### src/rtl/apb_pkg.sv
// Shared APB types and address constants for the register completer and its master.
// No logic; the FSM state encoding and request bundle live here so both sides agree.
package apb_pkg;

  localparam logic [31:0] DEFAULT_BASE_ADDR = 32'hDEAD_CAF0;
  localparam logic [31:0] DEAD_CAFE_ADDR    = 32'hDEAD_CAFE;
  localparam logic [31:0] DEFAULT_ID_VALUE  = 32'hA9B0_0001;

  typedef enum logic [1:0] {
    IDLE = 2'd0,
    WAIT = 2'd1,
    RESP = 2'd2
  } state_t;

  typedef struct packed {
    logic [31:0] addr;
    logic        write;
    logic [31:0] wdata;
  } apb_req_t;

endpackage

### src/rtl/apb_reg_bank.sv
// Register array with index 0 hard-wired to a read-only ID; combinational read port.
// Writes land on the clock edge when wr_en is high; no backpressure.
module apb_reg_bank
  import apb_pkg::*;
#(
  parameter int          NUM_REGS = 4,
  parameter logic [31:0] ID_VALUE = DEFAULT_ID_VALUE,
  localparam int         IDX_W    = $clog2(NUM_REGS)
) (
  input  logic             clk,
  input  logic             rst,
  input  logic [IDX_W-1:0] rd_idx,
  output logic [31:0]      rd_data,
  input  logic             wr_en,
  input  logic [IDX_W-1:0] wr_idx,
  input  logic [31:0]      wr_data
);

  logic [31:0] regs [1:NUM_REGS-1];

  always_ff @(posedge clk or negedge rst) begin
    if (!rst) begin
      for (int i = 1; i < NUM_REGS; i++) regs[i] <= '0;
    end else if (wr_en) begin
      for (int i = 1; i < NUM_REGS; i++) begin
        if (wr_idx == i[IDX_W-1:0]) regs[i] <= wr_data;
      end
    end
  end

  always_comb begin
    rd_data = ID_VALUE;
    for (int i = 1; i < NUM_REGS; i++) begin
      if (rd_idx == i[IDX_W-1:0]) rd_data = regs[i];
    end
  end

endmodule

### src/rtl/apb_reg_slave.sv
// APB completer for a small register window; pready_o lands WAIT_CYCLES+1 cycles after setup.
// psel_i dropping while waiting aborts the transfer without a commit.
module apb_reg_slave
  import apb_pkg::*;
#(
  parameter logic [31:0] BASE_ADDR   = DEFAULT_BASE_ADDR,
  parameter int          NUM_REGS    = 4,
  parameter int          WAIT_CYCLES = 1,
  parameter logic [31:0] ID_VALUE    = DEFAULT_ID_VALUE
) (
  input  logic        clk,
  input  logic        rst,
  input  logic        psel_i,
  input  logic        penable_i,
  input  logic [31:0] paddr_i,
  input  logic        pwrite_i,
  input  logic [31:0] pwdata_i,
  output logic        pready_o,
  output logic [31:0] prdata_o,
  output logic        pslverr_o
);

  localparam int          IDX_W    = $clog2(NUM_REGS);
  localparam logic [31:0] WIN_MASK = ~(32'(NUM_REGS * 4) - 32'd1);

  apb_req_t         req;
  state_t           state, next_state;
  logic             hit, dec_err, setup, access;
  logic [IDX_W-1:0] dec_idx, idx_q, rd_idx;
  logic             err_q, write_q, cur_err, cur_write, resp_nxt, wr_en;
  logic [3:0]       cnt;
  logic [31:0]      rd_data, prdata_d;

  assign req     = '{addr: paddr_i, write: pwrite_i, wdata: pwdata_i};
  assign hit     = (req.addr & WIN_MASK) == BASE_ADDR;
  assign dec_idx = req.addr[2 +: IDX_W];
  assign dec_err = !hit || (req.write && dec_idx == '0);
  assign setup   = psel_i && !penable_i;
  assign access  = psel_i && penable_i;

  // Transfer attributes are frozen at setup so access-phase address changes are ignored.
  always_ff @(posedge clk or negedge rst) begin
    if (!rst) begin
      state   <= IDLE;
      cnt     <= '0;
      idx_q   <= '0;
      err_q   <= 1'b0;
      write_q <= 1'b0;
    end else begin
      state <= next_state;
      if (state == IDLE && setup) begin
        idx_q   <= dec_idx;
        err_q   <= dec_err;
        write_q <= req.write;
        cnt     <= 4'(WAIT_CYCLES);
      end else if (state == WAIT && access) begin
        cnt <= cnt - 4'd1;
      end
    end
  end

  always_comb begin
    next_state = state;
    unique case (state)
      IDLE: if (setup) next_state = (WAIT_CYCLES == 0) ? RESP : WAIT;
      WAIT: begin
        if (!psel_i)                         next_state = IDLE;
        else if (penable_i && cnt == 4'd1)   next_state = RESP;
      end
      RESP:    next_state = IDLE;
      default: next_state = IDLE;
    endcase
  end

  // Zero-wait builds go IDLE->RESP directly, so the live decode feeds the response.
  always_comb begin
    cur_err   = err_q;
    cur_write = write_q;
    rd_idx    = idx_q;
    if (state == IDLE) begin
      cur_err   = dec_err;
      cur_write = req.write;
      rd_idx    = dec_idx;
    end
    resp_nxt = (next_state == RESP);
    wr_en    = (state == RESP) && write_q && !err_q && access;
  end

  assign prdata_d = (resp_nxt && !cur_err && !cur_write) ? rd_data : '0;

  always_ff @(posedge clk or negedge rst) begin
    if (!rst) begin
      pready_o  <= 1'b0;
      prdata_o  <= '0;
      pslverr_o <= 1'b0;
    end else begin
      pready_o  <= resp_nxt;
      pslverr_o <= resp_nxt && cur_err;
      prdata_o  <= prdata_d;
    end
  end

  apb_reg_bank #(
    .NUM_REGS (NUM_REGS),
    .ID_VALUE (ID_VALUE)
  ) u_bank (
    .clk     (clk),
    .rst     (rst),
    .rd_idx  (rd_idx),
    .rd_data (rd_data),
    .wr_en   (wr_en),
    .wr_idx  (idx_q),
    .wr_data (req.wdata)
  );

endmodule
### config.mk
export PLATFORM = sky130hd
export DESIGN_NAME = apb_reg_slave
export DESIGN_NICKNAME = d
export VERILOG_FILES = /design/src/rtl/apb_pkg.sv /design/src/rtl/apb_reg_bank.sv /design/src/rtl/apb_reg_slave.sv
export SDC_FILE = /design/constraint.sdc
export NUM_CORES = 1
export LEC_CHECK = 0
export CAP_MARGIN = 20
export CORE_MARGIN = 1
export CORE_UTILIZATION = 45
export DETAILED_ROUTE_END_ITERATION = 7
export GPL_ROUTABILITY_DRIVEN = 1
export PLACE_DENSITY_LB_ADDON = 0.05
export RECOVER_POWER = 50
export SLEW_MARGIN = 40
export SYNTH_ARGS = -nofsm -noshare
export SYNTH_HDL_FRONTEND = slang
export SYNTH_SLANG_ARGS = --single-unit
### constraint.sdc
create_clock -name clk -period 2.9 [get_ports clk]
set_input_delay 0.87 -clock clk [delete_from_list [all_inputs] [get_ports clk]]
set_output_delay 0.87 -clock clk [all_outputs]
set_load 0.005 [all_outputs]
== After elaboration in Yosys (flattened, before gate mapping) ==
Index checks and enable logic that the tools add are counted.
Storage, ports and cells
  bits in registers: 140
  memory bits (read-only): 0
  output and inout port bits: 34
  memories: 0
  latch bits: 0
  bits of input ports: 69
  word-level logic and storage cells: 60
  memory bits (writable): 0
Operators by class
  $lt $le $gt $ge: 0
  muxes and demuxes: 13
  add/subtract/negate cells: 1
  shifts and indexed selects: 0
  div/mod/pow operators: 0
  equality and inequality tests: 11
  reduce and logical (&&, ||, !) cells: 24
  $mul: 0
  bitwise logic cells: 0
Operators with widths (number)
  $mux W32: 4
  $eq A28 B28 Y1 const B: 1
  $eq A2 B2 Y1 const B: 6
  $logic_and A1 B1 Y1: 12
  $mux W2: 4
  $mux W4: 2
  $eq A2 B1 Y1 const B: 3
  $reduce_and A2 Y1: 3
  $logic_not A1 Y1: 5
  $eq A4 B1 Y1 const B: 1
  $logic_not A2 Y1: 2
  $pmux W2 S2: 1
  $sub A4 B1 Y4 const B: 1
  $mux W1: 2
  $reduce_bool A2 Y1: 1
  $logic_or A1 B1 Y1: 1

== Longest topological paths before layout ==
Gate-level depths: netlist of the first run.
  word-level depth: 9
  gate-level depth with buffers: 7
  depth with buffers taken out: 6

== By module ==
From an unflattened synthesis of the first run, not the netlist that was laid out.
Unflattened totals
  cells, all modules: 415
  area total of the unflattened synthesis: 6085.8 µm²
By module, submodules not included
  apb_reg_bank: cells an instance 282, area an instance 4302.9 µm², sequential area each 2402.3 µm², instances 1
  apb_reg_slave: cells an instance 133, area an instance 1783.0 µm², sequential area each 1101.1 µm², instances 1

== Least setup slack after synthesis of the first run ==
OpenSTA, ideal clock, no wires.
  kind: input-to-reg
  from: input port psel_i
  to: register u_bank.regs[33] (netlist bit)
  path buffers: 1
  data required time: 2775 ps
  arrival time: 2025 ps
  stages on the path: 5
  setup slack: 751 ps
  setup time: 125 ps
  cell sequence: and4bb_2 nand2_1 nor3b_2 buf_4 mux2_2
On the way
  word-level cells in the longest chain between the ends: 3
RTL lines
  start: declaration: line apb_reg_slave.sv:13  | input logic psel_i,
  $logic_and A1 B1 Y1: line apb_reg_slave.sv:39  | assign access = psel_i && penable_i;
  $logic_and A1 B1 Y1: line apb_reg_slave.sv:86  | wr_en = (state == RESP) && write_q && !err_q && access;
  $reduce_and A2 Y1 (no source line)
  end signal: indexed assignment: line apb_reg_bank.sv:26  | if (wr_idx == i[IDX_W-1:0]) regs[i] <= wr_data;
  end: declaration: line apb_reg_bank.sv:19  | logic [31:0] regs [1:NUM_REGS-1];
No other way between the ends.
A chain may end at the register's enable or synchronous reset.

== Worst setup path in the final report of the first run ==
  from: input port psel_i
  to: register u_bank.regs[83] (netlist bit)
The elaborated chain is that of the path after synthesis.

==> results of run 1 <==
==> cell usage after synthesis (2+ instances only) <==
library cell,number
nor2_1,5
o21ai_0,28
a31oi_1,2
and2_1,2
a21oi_2,2
nand3_1,25
a21oi_1,24
nor2b_1,3
mux2i_1,9
and3_1,2
clkbuf_1,11
buf_4,7
nor3b_2,2
nand2_1,29
o22ai_1,2
o21a_1,2
mux2_2,99
ha_1,2
buf_6,4
nand4b_1,3
dfrtp_1,140
clkbuf_2,2
inv_1,4
a211oi_1,8
nand4bb_1,2
buf_2,4
nand4_1,2
a21o_1,25
buf_1,3
nor3_1,9
==> flip-flops by register name (all words and copies together), names as in the netlist <==
name	flops
pslverr_o	1
u_bank.regs	96
write_q	1
err_q	1
pready_o	1
state	2
cnt	4
idx_q	2
prdata_o	32
==> logic make-up after synthesis <==
| kind of cell | share of synthesized area, % |
|---|---|
| buffers and inverters | 3.214 |
| AND/OR/NAND/NOR | 8.364 |
| multiplexers | 19.84 |
| adder cells (fa/ha/maj) | 0.4120 |
| flip-flops | 57.68 |
| AO/OA/AOI/OAI | 10.49 |
==> area by class of cell <==
| cell class | count | area, µm² | share of cell area, % |
|---|---|---|---|
| Clock inverter | 14 | 240.2 | 2.996 |
| Clock buffer | 18 | 439.2 | 5.478 |
| Tap cell | 176 | 220.2 | 2.747 |
| Multi-Input combinational cell | 303 | 2399 | 29.92 |
| Timing Repair Buffer | 123 | 1201 | 14.98 |
| Sequential cell | 140 | 3503 | 43.70 |
| Inverter | 4 | 15.01 | 0.1873 |
==> routing by layer <==
layer / vias up / GRT usage [%] / part of all wire [%]
met3: 6 / 6.081 / 4.1
li1: 1946 / - / -
met1: 2165 / 27.34 / 44
met2: 86 / 36.58 / 52
met4: 0 / 6.651 / 0.63
met5: - / 0 / 0
==> power breakdown <==
group          internal (mW)  switching, mW
Clock                   1.64          0.830
Sequential              2.00         0.0727
Combinational          0.276          0.427
Total                   3.92           1.33
==> final timing paths <==
kind / startpoint / endpoint / slack (ns) / cells past startpoint
hold / removal: u_bank.regs[6] / u_bank.regs[6] / 0.50 / 1
max in group asynchronous: rst / u_bank.regs[11] / 0.67 / 2
hold reg to reg: u_bank.regs[6] / u_bank.regs[6] / 0.50 / 1
min in group asynchronous: rst / cnt[2] / 0.82 / 1
setup / recovery: psel_i / u_bank.regs[83] / 0.42 / 6
setup reg to reg: state[0] / u_bank.regs[83] / 0.75 / 5
==> critical path, delay by kind of cell <==
kind,cells,cell delay (ns)
muxes,1,0.36
and+or+nand+nor,3,0.65
buffers and inverters,2,0.88
==> through the flow <==
step / power, mW / hold WS, ns / instances
3_5_place_dp: 2.820 / 0.4877 / 746
6_report: 5.248 / 0.5002 / 778
4_1_cts: 5.304 / 0.4311 / 778
5_1_grt: 5.466 / 0.5135 / 778
3_3_place_gp: 2.799 / 0.4799 / 746
2_1_floorplan: 2.478 / 0.4728 / 478
==> flow_summary.yaml, run 1 <==
status:
  status: "finished with violations"
  violations: "capacitance limit, slew limit"
power:
  power_density_mw_per_mm2: 654.5
  ir_drop_mv: 0.6943
  p_leak_nw: 3.597
placement:
  dpl.hpwl_um: 8637
  portBuffers: 100
  place_ws_ns: 0.04085
  place_congestion: 0.7222
  place_area_mm2: 0.007363
drt:
  dr.first_iter.drc_count: 233
  wl_per_cell_um: 17.82
  drt-total-wl_um: 13860
  drc: 0
  ant_nets: 0
  vias_per_cell: 5.402
  vias: 4203
  drtPass1Iterations: 4
floorplanning:
  core_region_area_mm2: 0.01319
  dieHeight_um: 118.2
  initial_core_util_pct: 46.04
  io_pins: 103
  row_count: 42
  die_area_mm2: 0.01397
  die_w_um: 118.2
timing:
  rsz0062_at_grt: "false"
  fmax_ghz: 0.4040
  setup_violations: 0
  timing.setup.tns_ns: 0
  slew_headroom_pct: -3.694
  hold_violations: 0
  finalClockSkew_ns: 0.007266
  timing.final.ws_setup_ns: 0.4250
  worst_pin_slew_ns: 1.555
  slew_viol_final: 60
  period_share_pct: 85.35
  fin_crit_ns: 2.475
cts:
  tritoncts: "built"
  clk_latency_ns: 0.42
  path_clk_slew_ns: 0.06
  cts_root_buf: "clkbuf_16"
  cts.path.max_buffers: 2
  cts_made_buffers: 17
  postCtsHoldBufs: 0
  htree_num_levels: 4
  cts_resized: 0
  post_cts_buffers: 0
  clock-sinks: 140
cells_and_area:
  num_antenna_cells: 0
  final_core_util_pct: 60.79
  syn_to_final_growth_pct: 32.01
  layout-drive-gt1-share_pct: 26.74
  n_fill_cell: 1065
  final_cell_mix: "dfrtp_1 (140), mux2_2 (99), clkdlybuf4s50_1 (97), nand2_1 (29), o21ai_0 (28)"
  layout.nets: 660
  fin_area_mm2: 0.008018
  final_common_cell: "dfrtp_1"
worst_setup_path:
  worstSetupPathType: "in2reg"
  worstPathArrival_ns: 2.77
  cpPeakStageDelay_ns: 0.58
  path_max_fanout: 14
  worstSetupEndpointType: "flop"
  crit_path_cell_trace: "dlygate4sd3_1 > and4bb_2 > nand2_1 > nor3b_4 > buf_4 > mux2_2"
  cp.required_ns: 3.20
  start_kind: "input pin"
  cp_slowest_cell: "dlygate4sd3_1"
grt:
  grt_max_degree: 61
  grt_usage_pct: 21.80
  antenna_found_initial: 0
  grt_pass1_vias: 4448
  grt_pass1_wl_um: 23180
  gr-total-overflow: 0
flow_run:
  maxCapViolations: 1
synthesis:
  synth-seq-cells: 140
  ys_warn_count: 0
  yosys.area.top_type: "dfrtp_1"
  yosysSeqAreaShare_pct: 57.68
  synthesis.area_mm2: 0.006073
  synth_edf_count: 0
  synth.distinct_cells: 46
  yosys.area.top_type_share_pct: 57.68
  syn_inst: 478
  synth_area_per_cell_um2: 12.71
  synth_nets: 549
  dominantRegCellSynth: "dfrtp_1"
  synth.area.top_cells: "dfrtp_1 (58%), mux2_2 (18%), a21o_1 (3.1%)"
  synthArstFlopShare_pct: 100.0
min_path:
  hp-class: "reg2reg"
(Power assumes the default switching activity.)
==> inputs of run 2 (changes only) <==
Clock period 2.9 ns to 2.35 ns, I/O delays scaled along.
==> flow_summary.yaml, run 2 (synthesis results as in run 1) <==
status:
  status: "finished, final reports clean"
worst_setup_path:
  start_kind: "input pin"
  worstPathArrival_ns: 2.54
  cp_slowest_cell: "dlygate4sd3_1"
  cp.buffers_inverters: 2
  crit_cells: 6
  cpPeakStageDelay_ns: 0.54
  cp.required_ns: 2.65
  worstSetupPathType: "in2reg"
  crit_path_cell_trace: "dlygate4sd3_1 > and4bb_2 > nand2_1 > nor3b_4 > buf_12 > mux2_2"
  path_max_fanout: 15
  worstSetupEndpointType: "flop"
  crit_family: "buffers and inverters"
  reg2regPathDepth: 5
drt:
  drt-total-wl_um: 13710
  dr.first_iter.drc_count: 308
  drtPass1Iterations: 4
  vias_per_cell: 5.376
  vias: 4247
  ant_nets: 0
  drc: 0
  wl_per_cell_um: 17.36
power:
  p_total_mw: 6.309
  pwr-share-comb_pct: 15.0
  p_leak_nw: 3.621
  swShare_pct: 26.17
  ir_drop_mv: 0.4897
  switchingPower_mw: 1.651
  power_density_mw_per_mm2: 782.3
  power.internal_mw: 4.658
  clkPwrFrac_pct: 44.4
  power_frac_seq_pct: 40.5
floorplanning:
  core_region_area_mm2: 0.01319
  row_count: 42
  io_pins: 103
  die_area_mm2: 0.01397
  dieHeight_um: 118.2
  initial_core_util_pct: 46.04
  die_w_um: 118.2
timing:
  timing.final.ws_setup_ns: 0.1166
  worst_pin_slew_ns: 1.297
  fin_crit_ns: 2.233
  finalClockSkew_ns: 0.009573
  hold_violations: 0
  rsz0062_at_grt: "false"
  holdWs_ns: 0.5005
  slew_viol_final: 0
  period_share_pct: 95.04
  setup_violations: 0
  fmax_ghz: 0.4478
  slew_headroom_pct: 13.53
cts:
  cts_made_buffers: 17
  postCtsHoldBufs: 0
  cts_root_buf: "clkbuf_16"
  tritoncts: "built"
  cts_resized: 0
  clk_latency_ns: 0.42
  path_clk_slew_ns: 0.05
  htree_num_levels: 4
  post_cts_buffers: 0
  cts.path.max_buffers: 2
  clock-sinks: 140
placement:
  dpl.hpwl_um: 8845
  portBuffers: 100
  place_ws_ns: -0.2819
  place_congestion: 0.7279
grt:
  grt_usage_pct: 21.84
  antenna_found_initial: 0
  grt_pass1_vias: 4606
  grt_max_degree: 60
  grt_pass1_wl_um: 23390
  gr-total-overflow: 0
cells_and_area:
  syn_to_final_growth_pct: 32.80
  reg.largest.list: "u_bank.regs (96), prdata_o (32), cnt (4)"
  top_register: "u_bank.regs"
  num_antenna_cells: 0
  largest_reg_flops: 96
  final_common_cell: "dfrtp_1"
  final_cell_mix: "dfrtp_1 (140), mux2_2 (99), clkdlybuf4s50_1 (98), nand2_1 (29), o21ai_0 (28)"
  final_core_util_pct: 61.15
  layout.nets: 672
  layout-drive-gt1-share_pct: 27.85
  n_fill_cell: 1057
min_path:
  hp-class: "reg2reg"
  worstHoldPathCells: 1
flow_run:
  maxCapViolations: 0
-- run 2: layout make-up --
class                           instances  area (µm²)  share of cell area, %
Clock buffer                           18       429.2                  5.321
Clock inverter                         14       193.9                  2.405
Inverter                                4       15.01                 0.1862
Multi-Input combinational cell        303        2394                  29.68
Sequential cell                       140        3503                  43.44
Tap cell                              176       220.2                  2.730
Timing Repair Buffer                  135        1310                  16.24
-- run 2: final timing paths --
kind / to / start / slack (ns)
max reg2reg: u_bank.regs[42] / state[0] / 0.35
max: u_bank.regs[42] / psel_i / 0.12
min: u_bank.regs[13] / u_bank.regs[13] / 0.50
max in group asynchronous: state[1] / rst / 0.48
min in group asynchronous: cnt[2] / rst / 0.55
min reg2reg: u_bank.regs[13] / u_bank.regs[13] / 0.50
-- run 2: metrics by stage --
stage	cell area (µm²)	instances	setup TNS (ns)
finish	8065	790	0
global route	8065	790	0
CTS	8114	790	0
detailed placement	7491	758	-19.46
global placement	7491	758	-21.26
floorplan	6073	478	0
-- run 2: worst register-to-register path, cell delays in order, from the launching register on --
cell      delay, ns
dfrtp_1        0.49
and4bb_2       0.36
nand2_1        0.14
nor3b_4        0.34
buf_12         0.21
mux2_2         0.36
-- run 2: power by group through the flow --
stage / Combinational, mW / Clock [mW] / Sequential [mW]
detailed placement: 0.962 / 0 / 2.60
floorplan: 0.500 / 0 / 2.56
CTS: 0.964 / 2.86 / 2.56
finish: 0.948 / 2.80 / 2.56
global placement: 0.950 / 0 / 2.59
global route: 1.03 / 2.98 / 2.57
-- run 2: routing by layer --
layer  part of all wire, %  global-route usage (%)  vias up  wire length, µm
met5                     0                       0        -                0
met4                   1.5                   9.295        0              206
met3                   3.3                   5.261       12              450
met2                    51                   35.81       78             6994
met1                    44                   27.62     2185             6061
li1                      -                       -     1972                -
